$ cat src/rtl/face_pkg.sv
// Shared constants and state encoding for the face-detection capture path.
package face_pkg;

  localparam int W_DATA     = 8;
  localparam int W_ADDR     = 18;
  localparam int ROW_STRIDE = 512;
  localparam int MAX_ROWS   = 280;

  // Scaled column/row counters need one extra count to hold at the limit.
  localparam int XS_W = 10;
  localparam int YS_W = 9;

  localparam logic [XS_W-1:0] XS_LIMIT = XS_W'(ROW_STRIDE);
  localparam logic [YS_W-1:0] YS_LIMIT = YS_W'(MAX_ROWS);

  typedef enum logic [1:0] {
    ST_IDLE        = 2'd0,
    ST_WAIT_VS     = 2'd1,
    ST_WAIT_VS_END = 2'd2,
    ST_CAPTURE     = 2'd3
  } state_e;

endpackage

$ cat src/rtl/phase_counter.sv
// Modulo-N phase counter; phase_o is the phase of the current cycle and
// wrap_o flags an enabled step out of the last phase.
module phase_counter (
  input  logic       clk,
  input  logic       rst,
  input  logic       clr_i,
  input  logic       en_i,
  input  logic [2:0] mod_i,
  output logic [2:0] phase_o,
  output logic       wrap_o
);

  logic [2:0] cnt_q, cnt_d;

  // A clear restarts at phase 0 in the same cycle, so that cycle counts as phase 0.
  always_comb begin
    phase_o = clr_i ? 3'd0 : cnt_q;
    wrap_o  = en_i && (phase_o == (mod_i - 3'd1));
    cnt_d   = phase_o;
    if (en_i) begin
      cnt_d = wrap_o ? 3'd0 : phase_o + 3'd1;
    end
  end

  always_ff @(posedge clk) begin
    if (rst) begin
      cnt_q <= 3'd0;
    end else begin
      cnt_q <= cnt_d;
    end
  end

endmodule

$ cat src/rtl/frame_capture.sv
// Camera-domain capture engine: arms on capture_go, subsamples one luma frame
// and writes it to frame-buffer port B with a fixed row stride.
module frame_capture
  import face_pkg::*;
(
  input  logic              clk,
  input  logic              rst,
  input  logic [2:0]        cam_scale,
  input  logic              capture_go,
  input  logic              cam_vsync_i,
  input  logic              cam_href_i,
  input  logic [W_DATA-1:0] cam_data_i,
  output logic              capture_ready,
  output logic [W_ADDR-1:0] ab_frame_buf,
  output logic              cenb_frame_buf,
  output logic [W_DATA-1:0] db_frame_buf
);

  state_e            state_q, state_d;
  logic [2:0]        scale_q, scale_d;
  logic              vsync_q, href_q;
  logic [XS_W-1:0]   xs_q, xs_d, xs_cur;
  logic [YS_W-1:0]   ys_q, ys_d;
  logic              cenb_q, cenb_d;
  logic              ready_q, ready_d;
  logic [W_ADDR-1:0] ab_q, ab_d;
  logic [W_DATA-1:0] db_q, db_d;

  logic       vs_rise, vs_fall, h_rise, h_fall;
  logic       capturing, clr_all, keep;
  logic [2:0] hphase, vphase;
  logic       vwrap, hwrap_unused;

  assign vs_rise = cam_vsync_i & ~vsync_q;
  assign vs_fall = ~cam_vsync_i & vsync_q;
  assign h_rise  = cam_href_i & ~href_q;
  assign h_fall  = ~cam_href_i & href_q;

  // The terminating vsync rise wins over any pixel presented in the same cycle.
  assign capturing = (state_q == ST_CAPTURE) && !vs_rise;
  assign clr_all   = (state_q == ST_WAIT_VS_END) && vs_fall;
  assign xs_cur    = h_rise ? '0 : xs_q;
  assign keep      = capturing && cam_href_i && (hphase == 3'd0) && (vphase == 3'd0);

  phase_counter u_hphase (
    .clk     (clk),
    .rst     (rst),
    .clr_i   (clr_all | h_rise),
    .en_i    (capturing & cam_href_i),
    .mod_i   (scale_q),
    .phase_o (hphase),
    .wrap_o  (hwrap_unused)
  );

  phase_counter u_vphase (
    .clk     (clk),
    .rst     (rst),
    .clr_i   (clr_all),
    .en_i    (capturing & h_fall),
    .mod_i   (scale_q),
    .phase_o (vphase),
    .wrap_o  (vwrap)
  );

  always_comb begin
    state_d = state_q;
    scale_d = scale_q;
    xs_d    = xs_q;
    ys_d    = ys_q;
    cenb_d  = 1'b1;
    ready_d = 1'b0;
    ab_d    = ab_q;
    db_d    = db_q;
    case (state_q)
      ST_IDLE: begin
        if (capture_go) begin
          scale_d = (cam_scale == 3'd0) ? 3'd1 : cam_scale;
          state_d = ST_WAIT_VS;
        end
      end
      ST_WAIT_VS: begin
        if (vs_rise) state_d = ST_WAIT_VS_END;
      end
      ST_WAIT_VS_END: begin
        if (vs_fall) begin
          xs_d    = '0;
          ys_d    = '0;
          state_d = ST_CAPTURE;
        end
      end
      default: begin
        if (vs_rise) begin
          ready_d = 1'b1;
          state_d = ST_IDLE;
        end else begin
          if (cam_href_i) begin
            xs_d = xs_cur;
            if (hphase == 3'd0 && xs_cur < XS_LIMIT) xs_d = xs_cur + XS_W'(1);
            // Out-of-window pixels are dropped; counters hold at their limits.
            if (keep && xs_cur < XS_LIMIT && ys_q < YS_LIMIT) begin
              cenb_d = 1'b0;
              ab_d   = W_ADDR'({ys_q, xs_cur[XS_W-2:0]});
              db_d   = cam_data_i;
            end
          end
          if (vwrap && ys_q < YS_LIMIT) ys_d = ys_q + YS_W'(1);
        end
      end
    endcase
  end

  always_ff @(posedge clk) begin
    if (rst) begin
      state_q <= ST_IDLE;
      scale_q <= 3'd1;
      vsync_q <= 1'b0;
      href_q  <= 1'b0;
      xs_q    <= '0;
      ys_q    <= '0;
      cenb_q  <= 1'b1;
      ready_q <= 1'b0;
      ab_q    <= '0;
      db_q    <= '0;
    end else begin
      state_q <= state_d;
      scale_q <= scale_d;
      vsync_q <= cam_vsync_i;
      href_q  <= cam_href_i;
      xs_q    <= xs_d;
      ys_q    <= ys_d;
      cenb_q  <= cenb_d;
      ready_q <= ready_d;
      ab_q    <= ab_d;
      db_q    <= db_d;
    end
  end

  assign capture_ready  = ready_q;
  assign cenb_frame_buf = cenb_q;
  assign ab_frame_buf   = ab_q;
  assign db_frame_buf   = db_q;

endmodule

$ cat config.mk
export PLATFORM = sky130hd
export DESIGN_NAME = frame_capture
export DESIGN_NICKNAME = d
export VERILOG_FILES = /design/src/rtl/face_pkg.sv /design/src/rtl/phase_counter.sv /design/src/rtl/frame_capture.sv
export SDC_FILE = /design/constraint.sdc
export NUM_CORES = 1
export LEC_CHECK = 0
export CELL_PAD_IN_SITES_DETAIL_PLACEMENT = 1
export CELL_PAD_IN_SITES_GLOBAL_PLACEMENT = 2
export CORE_MARGIN = 4
export CORE_UTILIZATION = 32
export DETAILED_ROUTE_END_ITERATION = 10
export HOLD_SLACK_MARGIN = 0.05
export PLACE_DENSITY = 0.77
export REMOVE_ABC_BUFFERS = 1
export SLEW_MARGIN = 10
export SYNTH_ARGS = -nofsm -noshare
export SYNTH_HDL_FRONTEND = slang
export SYNTH_SLANG_ARGS = --single-unit
$ cat constraint.sdc
create_clock -name clk -period 3.4 [get_ports clk]
set_clock_uncertainty 0.1 [all_clocks]
set_input_delay 0.51 -clock clk [delete_from_list [all_inputs] [get_ports clk]]
set_output_delay 0.51 -clock clk [all_outputs]
set_load 0.02 [all_outputs]
* After elaboration in Yosys (flattened, before gate mapping) *
Cells that the tools add are included.
Widths: inputs -> output; s select.

storage, ports and cells
  flip-flop bits (word level) = 60
  bits in latches = 0
  bits in writable memories = 0
  memory bits (read-only) = 0
  input bits = 16
  output and inout bits = 28
  memories = 0

cells by class
  add/sub/neg operators = 5
  multiply operators = 0
  div/mod/pow operators = 0
  magnitude comparators = 2
  equality and inequality tests = 9
  shifts and indexed selects = 0
  multiplexer cells = 24
  bitwise operators = 14
  reduce and logical (&&, ||, !) cells = 28

operator list
  kind                   number
  $mux 10                5
  $mux 9                 3
  $mux 3                 7
  $pmux 10 s2            1
  $pmux 9 s2             1
  $reduce_and 4->1       4
  $logic_and 1x1->1      11
  $add 10x1->10 const B  1
  $lt 10x10->1 const B   1
  $add 9x1->9 const B    1
  $logic_not 3->1        3
  $lt 9x9->1 const B     1
  $mux 2                 4
  $not 1->1              7
  $add 3x1->3 const B    2
  $and 1x1->1            6
  $eq 3x3->1             2
  $ne 2x2->1 const B     3
  $pmux 2 s3             1
  $reduce_or 6->1        1
  $eq 2x2->1 const B     2
  $reduce_bool 2->1      2
  $reduce_or 4->1        1
  $reduce_bool 3->1      1
  other kinds (10)       11

* Depth between registers and ports, before layout *
  depth in word-level cells = 11
  gate-level depth with buffers = 12
  depth with buffers taken out = 11

* By module *
Synthesis repeated with hierarchy kept, for this count alone.

second synthesis, totals
  cells, all modules = 369
  area total of the unflattened synthesis = 3,050.4 um^2

modules (own cells, without submodules)
  module         times used  cells an instance  area an instance (um^2)  sequential area each (um^2)
  frame_capture  1           309                2,542.4                  1,081.0
  phase_counter  2           30                 254.0                    60.1

* Least setup slack after synthesis *
Ideal clock, no wire load.

  path type = input to register
  start = input cam_href_i
  end = register xs_q[8]
  library setup time = 0.132 ns
  arrival = 2.355 ns
  required time = 3.168 ns
  path slack = 0.813 ns
  stages on the path = 11
  buffers on the path = 2
  cell sequence = nand2b_1 clkbuf_1 clkbuf_1 and2_1 ha_1 nand3_1 a211oi_1 and4_1 a31oi_1 o21ai_0 a21oi_1

between the ends
  elaborated cells on any way between the ends = 14
  those cells by class = 1 x add/sub; 1 x order compare; 6 x mux; 2 x bitwise; 4 x reduce/logical

RTL lines
  element               RTL line              source
  start, declared       frame_capture.sv:11   input logic cam_href_i,
  $and 1x1->1 (*)       frame_capture.sv:36   assign h_rise = cam_href_i & ~href_q;
  $mux 10 (*)           frame_capture.sv:42   assign xs_cur = h_rise ? '0 : xs_q;
  net xs_cur[0]         frame_capture.sv:22   logic [XS_W-1:0] xs_q, xs_d, xs_cur;
  $lt 10x10->1          frame_capture.sv:98   if (hphase == 3'd0 && xs_cur < XS_LIMIT) xs_d = xs_cur + XS_W'(1);
  $logic_and 1x1->1     frame_capture.sv:98
  $mux 10 (*)           frame_capture.sv:98
  $mux 10 (*)           frame_capture.sv:96   if (cam_href_i) begin
  $mux 10 (*)           frame_capture.sv:92   if (vs_rise) begin
  $pmux 10 s2 (*)       frame_capture.sv:74   case (state_q)
  end signal, assigned  frame_capture.sv:129  xs_q <= xs_d;
  end, declared         frame_capture.sv:22

The timed path passes the listed nets; every way through them passes the cells marked *. The select of a mux whose other input is x is not followed.
A chain may end at the register's enable or synchronous reset.

* Final worst setup path *
  start = input cam_href_i
  end = register xs_q[8]

between the ends
  cells in the longest elaborated chain, start to end = 9
  elaborated cells on any way between the ends = 14
  those cells by class = 1 x add/sub; 1 x order compare; 6 x mux; 2 x bitwise; 4 x reduce/logical

RTL lines
  element
  parallel branches: the longest is 9 deep, another holds $lt 10x10->1

Several ways; the timed one is not identified. The select of a mux whose other input is x is not followed.

==> results.toml <==
[run_status]
run_status = "finished clean"

[final_layout]
num_antenna_cells = 0
nets = 450
drive_gt1_share_pct = 8.706
area_growth_pct = 25.31

[yosys]
synth_cells = 376
yosys_register_bits = 60
synth-main-ff-cell = "dfxtp_1"
syn_avg_cell_area_um2 = 8.073
synth_edf_count = 0
yosysSeqAreaShare_pct = 39.57
synth-warning-count = 0
ys_async_sr_fraction_pct = 0
synth_cell_type_count = 56
syn_area_um2 = 3035

[sta]
finalWorstSetupSlack_ns = 0.6209
rsz0062_at_grt = "no"
setup_violations = 0
final_max_slew_viol_count = 0
setup-tns-final_ns = 0
hold_viol = 0
min_period_over_period_pct = 81.74
max_freq_mhz = 359.8
worst_pin_slew_ns = 0.5967
finalCriticalPeriod_ns = 2.779
slew_headroom_pct = 60.14

[place]
dp_hpwl_um = 5895
gp_congestion = 0.7769
io_buffers = 43
post-place-ws_ns = 0.3116

[floorplan]
pin_count = 44
rows = 35
core_um2 = 9240
start_util_pct = 32.85
fp.dieW_um = 105.4
die_y_um = 105.4
dieArea_um2 = 11110

[setup_path]
cp.arrival_ns = 2.89
crit_fanout = 10
rr_worst_depth = 11
end_kind = "flip-flop"
startpoint_type = "input pin"
cp.required_ns = 3.51
critPathKind = "in2reg"

[global_route]
grt_max_degree = 37
grt_usage_pct = 15.07
overflow = 0
antenna_found_initial = 0
grt_pass1_wl_um = 13510
grt_pass1_vias = 2727

[detailed_routing]
drc = 0
ant_nets = 0
wl_um = 8145
drtIter0Drc = 50
num_vias = 2799
vias_per_cell = 5.052
wl_per_cell_um = 14.70
dr.pass1.iters = 4

[clock_tree]
post_cts.repair.setup_buffers = 0
clkTransAtPathRegs_ns = 0.07
cts_tree = "yes"
clk_latency_ns = 0.34
root_buffer = "clkbuf_8"
cts_buffers = 9
htreeDepth = 3
hold_buffers = 0
cts_sinks = 60
cts_buffer_depth = 2
cts_resized = 0

[worst_hold_path]
min_path_type = "reg2reg"
hold_depth = 2

[flow_run]
drv_cap = 0

[power_and_ir_drop]
powerDensity_nw_per_um2 = 456.9
irDropWorstVdd_uv = 153.8
p_leak_nw = 1.366
## sequential cells by signal, summed over array words and instances, names as in the netlist
signal,flops
ab_frame_buf,18
xs_q,10
ys_q,9
db_frame_buf,8
scale_q,3
u_hphase.cnt_q,3
u_vphase.cnt_q,3
state_q,2
capture_ready,1
cenb_frame_buf,1
href_q,1
vsync_q,1
## metrics by stage
stage | util, % | power [W] | instance area (um^2) | hold slack (ns) | instances
finish | 41.16 | 0.001738 | 3804 | 0.3514 | 554
floorplan | - | 0.0009871 | 2954 | 0.3303 | 360
detailed placement | 39.11 | 0.001112 | 3613 | 0.3470 | 540
global route | 41.16 | 0.001840 | 3804 | 0.3737 | 554
global placement | 39.11 | 0.001103 | 3613 | 0.3416 | 540
CTS | 41.16 | 0.001772 | 3804 | 0.3568 | 554
## layout make-up
| type | instances | area, um^2 |
|---|---|---|
| clock buffers | 12 | 155.1 |
| clock inverters | 2 | 35.03 |
| fillers | 1128 | 5436 |
| inverters | 10 | 37.54 |
| multi-input cells | 290 | 1715 |
| flip-flops and latches | 60 | 1201 |
| well taps | 129 | 161.4 |
| repair buffers | 51 | 498.0 |
## per-layer routing
metal	GRT usage (%)	wire, um
met1	19.45	3919
met3	2.694	308
met5	0	0
met4	6.467	117
met2	24.59	3800
## cells in the mapped netlist (3+ instances only)
library cell / number / share of area [%]
buf_4: 3 / 0.74
nor3_1: 8 / 1.3
o21a_1: 4 / 0.99
nand3_1: 22 / 3.6
a21oi_1: 44 / 7.3
o21ai_0: 11 / 1.8
mux2i_1: 3 / 0.99
clkbuf_1: 8 / 0.99
nand4_1: 5 / 1.0
o211ai_1: 3 / 0.74
a211o_1: 3 / 0.87
and2_1: 4 / 0.82
a31o_2: 4 / 1.2
ha_1: 12 / 4.9
dfxtp_1: 60 / 40
nor2_1: 34 / 4.2
or4_1: 3 / 0.74
nor2b_1: 5 / 1.0
nand2_1: 71 / 8.8
a31oi_1: 5 / 1.0
inv_1: 10 / 1.2
nand2b_1: 6 / 1.2
## report_power, final
group / switching (W) / internal, W / leakage, nW
registers: 0.0000223 / 0.000723 / 0.485
clock network: 0.000275 / 0.000370 / 0.0983
logic: 0.000220 / 0.000128 / 0.783
total: 0.000517 / 0.00122 / 1.37
## kinds of logic (layout without fill, tap and decap cells)
group / after synthesis / in the layout / share of synthesized area, %
multiplexers: 4 / 4 / 1.360
AO/OA/AOI/OAI: 89 / 89 / 18.05
XOR/XNOR: 6 / 6 / 2.597
AND/OR/NAND/NOR: 179 / 179 / 29.56
buffers and inverters: 26 / 75 / 3.916
adder cells (fa/ha/maj): 12 / 12 / 4.946
flip-flops: 60 / 60 / 39.57
## placed cells by master (no fill, tap or decap), types with 8 or more instances in the layout
master / count
a21oi_1: 44
ha_1: 12
nor3_1: 8
nor2_1: 34
nand3_1: 22
inv_1: 10
clkbuf_8: 11
o21ai_0: 11
dfxtp_1: 60
nand2_1: 71
clkdlybuf4s50_1: 42
## worst max-delay path, stage by stage
cell and delay, ns:
clkdlybuf4s50_1 0.60, nand2b_1 0.29, nand3_1 0.26, ha_1 0.23
nand2b_1 0.09, a211oi_1 0.27, and4_1 0.30, a31oi_1 0.10
o21ai_0 0.16, a21oi_1 0.08
## path summary, 6_finish.rpt
check                   start          endpoint  slack [ns]
min reg2reg  ab_frame_buf[12]  ab_frame_buf[12]        0.35
max reg2reg        state_q[0]           xs_q[8]        0.77
max                cam_href_i           xs_q[8]        0.62
min          ab_frame_buf[12]  ab_frame_buf[12]        0.35
(Power assumes the default switching activity.)
==> patch 1: new RTL, same flow settings <==
The 4 states of `state_e` get a Gray code encoding in 2 bits.
--- a/src/rtl/face_pkg.sv
+++ b/src/rtl/face_pkg.sv
@@ -14,10 +14,10 @@
   localparam logic [YS_W-1:0] YS_LIMIT = YS_W'(MAX_ROWS);
 
   typedef enum logic [1:0] {
-    ST_IDLE        = 2'd0,
-    ST_WAIT_VS     = 2'd1,
-    ST_WAIT_VS_END = 2'd2,
-    ST_CAPTURE     = 2'd3
+    ST_IDLE        = 2'b00,
+    ST_WAIT_VS     = 2'b01,
+    ST_WAIT_VS_END = 2'b11,
+    ST_CAPTURE     = 2'b10
   } state_e;
 
 endpackage
Formal check against the unedited RTL: no difference found for any inputs over 4 cycles, from zero or initial values and one cycle with rst high; so few cycles prove little.
==> patch 1 against the unedited design <==
- count of clock-buffer cells in the layout fell by 1
- fmax shrank 4.0%
- global-route usage is 0.13 points lower
- non-clock buffer count shrank 2
- critical path type unchanged
- design area decreased by 5.3%
- setup slack lost 0.11 ns
- via count down 3.3%
- area after synthesis is 4.0% lower
- sequential cell count stayed put
- critical path depth is the same
- register-to-register slack got worse by 0.12 ns
- wire length down 6.4%
Power is not compared: it rests on default switching activity, and its combinational part moved more than twofold at a synthesized area within 25%.
==> patch 1: results (changes against the unedited design) <==
* Placed cell area at 3420 um^2 (-5.2%)
* Clock Latency Late Sink at 0.32 ns (-0.02 ns)
* Post-synthesis mux area share at 0 (-0.0136)
* Crit path largest cell delay at 0.51 ns (-0.09 ns)
* WL final at 7.63 mm (-6.4%)
* Status: finished, final reports clean
* First-pass GRT wire length at 12.6 mm (-6.5%)
* Total track usage at 0.149 (-0.00129)
* Arr. time, crit path at 2.98 ns (+0.09 ns)
* Netlist cell types at 54 (-3.6%)
* Gate Count Post-Synth at 367 (-2.4%)
* DP HPWL at 5.37 mm (-9.0%)
* Pin slew with the least headroom to its limit at 0.845 ns (+0.248 ns)
* Via Count at 2707 (-3.3%)
* Post-Synth XOR/XNOR Area at 0.0180 (-0.00793)
* Placed cell count at 505 (-6.5%)
* Post-synthesis adder-cell area fraction at 0.0301 (-0.0194)
* Pre-CTS setup slack at 0.169 ns (-0.142 ns)
* Top cells by area, synth: dfxtp_1 (41%), nand2_1 (9.7%), a21oi_1 (8.4%)
* Nets at 431 (-4.2%)
* Compound-Gate Fraction of Synth Area at 0.215 (+0.0342)
* DR iter-0 viols at 73 (+46%)
* Number of global-route vias before repair at 2590 (-5.0%)
* Via density at 5.21 (+3.0%)
* Seq/Total Area, Yosys at 0.412 (+0.0167)
* Commonest cells in the netlist: nand2_1 (75), dfxtp_1 (60), a21oi_1 (49)
* Largest net degree at the start of global routing at 51 (+38%)
* Crit-path max FO at 26 (+16)
-- patch 1: cell count changes after synthesis, moves of 4 or more --
cell | before | now
a31oi_1 | 5 | 10
ha_1 | 12 | 7
nand2_1 | 71 | 75
nor2_1 | 34 | 19
a21oi_1 | 44 | 49
and3_1 | 2 | 6
a31o_2 | 4 | 0
buf_2 | 2 | 6
o21ai_0 | 11 | 20
-- patch 1: cell type report --
class / count / area [um^2]
clock buffer: 11 / 151
clock inverter: 4 / 25.0
fill: 1088 / 5200
inverter: 9 / 33.8
multi-input combinational: 279 / 1580
sequential: 60 / 1200
tap: 108 / 135
timing repair buffer: 49 / 470
-- patch 1: worst register-to-register path, delay by kind of cell (launching register included) --
family          cells  cell delay (ns)
compound gates      3             0.90
simple gates        2             0.51
fa+ha+maj           1             0.22
buf+inv             1             0.10
xor+xnor            1             0.35
flops               1             0.47
-- patch 1: power breakdown --
group | internal [mW] | leakage [nW] | total, mW | switching, mW
registers | 0.710 | 0.485 | 0.721 | 0.0109
clock network | 0.298 | 0.0872 | 0.576 | 0.278
logic | 0.0469 | 0.704 | 0.110 | 0.0633
-- patch 1: logic make-up (layout without fill, tap and decap cells) --
kind of cell	after synthesis	in the layout
buffers and inverters	28	73
DFF	60	60
AOI/OAI and AO/OA	103	103
and+or+nand+nor	163	163
xor gates and xnor gates	6	6
adders and majority gates	7	7
-- patch 1: metal layers --
| layer | wire, um | GRT usage | up-vias |
|---|---|---|---|
| li1 | - | - | 1371 |
| met1 | 3870 | 0.208 | 1282 |
| met2 | 3370 | 0.231 | 46 |
| met3 | 289 | 0.0268 | 8 |
| met4 | 98 | 0.0538 | 0 |
| met5 | 0 | 0 | - |
-- patch 1: worst paths after layout --
kind | start | end | slack (ns) | cells past startpoint
max reg2reg | scale_q[0]$_SDFFE_PP1P_ | ys_q[5]$_SDFFE_PP0P_ | 0.65 | 8
min | ab_frame_buf[3]$_SDFFE_PP0P_ | ab_frame_buf[3]$_SDFFE_PP0P_ | 0.35 | 2
max | cam_vsync_i | ab_frame_buf[10]$_SDFFE_PP0P_ | 0.51 | 10
min reg2reg | ab_frame_buf[3]$_SDFFE_PP0P_ | ab_frame_buf[3]$_SDFFE_PP0P_ | 0.35 | 2
==> patch 2: new RTL, config.mk and constraints unchanged <==
Without the edit above. Set the package constant `W_ADDR` to 26 (it was 18).
--- a/src/rtl/face_pkg.sv
+++ b/src/rtl/face_pkg.sv
@@ -2,7 +2,7 @@
 package face_pkg;
 
   localparam int W_DATA     = 8;
-  localparam int W_ADDR     = 18;
+  localparam int W_ADDR     = 26;
   localparam int ROW_STRIDE = 512;
   localparam int MAX_ROWS   = 280;
 
Ports: changed (resized ab_frame_buf); port bits go from 44 to 52. The function was not compared with the original's and may differ.
==> patch 2 against the unedited design <==
- core utilization fell by 0.54 points
- total power rose by 4.1%
- sequential power increased by 0.5%
- design area fell by 0.86%
- setup slack better by 0.044 ns
- critical endpoint unchanged
- wire length fell by 0.60%
- largest power group unchanged
- area after synthesis rose by 1.3%
- sequential cell count unchanged
==> patch 2: results (changes against the unedited design) <==
* Slowest-stage cell, CP: clkdlybuf4s50_1
* Average wire per standard cell at 14.7 um (about the same)
* M1 wire length at 3.81 mm (-2.9%)
* Hold Path Stages at 2 (unchanged)
* Via density at 5.00 (-1.0%)
* Met3 usage at 0.0352 (+0.00827)
* Number of global-route vias before repair at 2739 (+0.44%)
* Max reg flops at 18 (unchanged)
* Filler cells at 1144 (+1.4%)
* WL final at 8.10 mm (-0.60%)
* DP HPWL at 5.77 mm (-2.1%)
* Primary FF master, synth: dfxtp_1
* Largest net degree at the start of global routing at 38 (+2.7%)
* Antenna violations before repair at 0 (unchanged)
* Share of cells above drive strength 1 at 0.0877 (+0.000619)
* Clk slew on worst S/H paths at 0.07 ns (about the same)
* Static Leak at 1.41 nW (+3.3%)
* DR WL met2 at 3.97 mm (+4.5%)
* Gate Count Post-Synth at 380 (+1.1%)
* Number of port buffers at 43 (unchanged)
* Final Hold Vio Count at 0 (unchanged)
* Reg2reg path depth at 7 (-4)
* Crit-path max FO at 8 (-2)
* Gpl congestion at 0.815 (+4.9%)
* Met2 track demand over resource at 0.253 (+0.00683)
* Netlist cell types at 60 (+7.1%)
* Asr flop ratio synth at 0 (unchanged)
* Pre-CTS setup slack at 0.328 ns (+0.0162 ns)
* Nets at 445 (-1.1%)
* Worst VDD drop at 0.238 mV (+55%)
* Placed cell count at 535 (-0.93%)
* Grt met1 use at 0.186 (-0.00801)
* First-pass GRT wire length at 13.5 mm (about the same)
* Seq/Total Area, Yosys at 0.391 (-0.00515)
* Clock Tree Buf Depth at 2 (unchanged)
* DR iter-0 viols at 51 (+2.0%)
* Total track usage at 0.149 (-0.00214)
* DR WL met3 at 234 um (-24%)
* Status: finished, final reports clean
* Commonest cells in the netlist: nand2_1 (70), dfxtp_1 (60), a21oi_1 (45)
* Top Layer Used: met4
* Top cells by area, synth: dfxtp_1 (39%), nand2_1 (8.5%), a21oi_1 (7.3%)
* Placed cell area at 3550 um^2 (-1.7%)
* Pin slew with the least headroom to its limit at 0.641 ns (+0.0448 ns)
[patch 2: cell types whose count changed after synthesis, sizes merged, moves of 3 or more]
cell | before | now
o21ai | 12 | 8
nor3 | 9 | 12
o21a | 4 | 1
and3 | 2 | 6
nand2b | 6 | 2
nor2 | 34 | 27
buf | 8 | 21
o311ai | 0 | 5
[patch 2: path summary, 6_finish.rpt]
path,start,end,slack (ns)
setup / recovery,cam_href_i,xs_q[8]$_SDFFE_PP0P_,0.66
hold / removal,ab_frame_buf[15]$_SDFFE_PP0P_,ab_frame_buf[15]$_SDFFE_PP0P_,0.35
setup reg to reg,state_q[0]$_SDFFE_PP0P_,ys_q[3]$_SDFFE_PP0P_,0.77
hold reg to reg,ab_frame_buf[15]$_SDFFE_PP0P_,ab_frame_buf[15]$_SDFFE_PP0P_,0.35
[patch 2: power by group]
part / leakage (nW) / switching [mW] / internal (mW)
logic: 0.820 / 0.217 / 0.125
clock network: 0.107 / 0.285 / 0.432
registers: 0.485 / 0.0251 / 0.724
total: 1.41 / 0.527 / 1.28
[patch 2: cell families (layout without fill, tap and decap cells)]
group                      Yosys count  after routing  share of synthesized area
adders and majority gates           12             12                     0.0488
and+or+nand+nor                    176            176                      0.290
muxes                                2              2                    0.00692
AOI/OAI and AO/OA                   82             82                      0.165
other                                1              8                    0.00122
DFF                                 60             60                      0.391
buffers and inverters               40             75                     0.0749
xor gates and xnor gates             7              7                     0.0224
[patch 2: final cells by class]
cell class / count / area, um^2 / share of cell area
clock buffers: 12 / 145 / 0.0385
clock inverters: 4 / 72.6 / 0.0192
inverters: 10 / 37.5 / 0.00995
multi-input cells: 287 / 1670 / 0.443
flip-flops and latches: 60 / 1200 / 0.319
well taps: 129 / 161 / 0.0428
repair buffers: 49 / 483 / 0.128
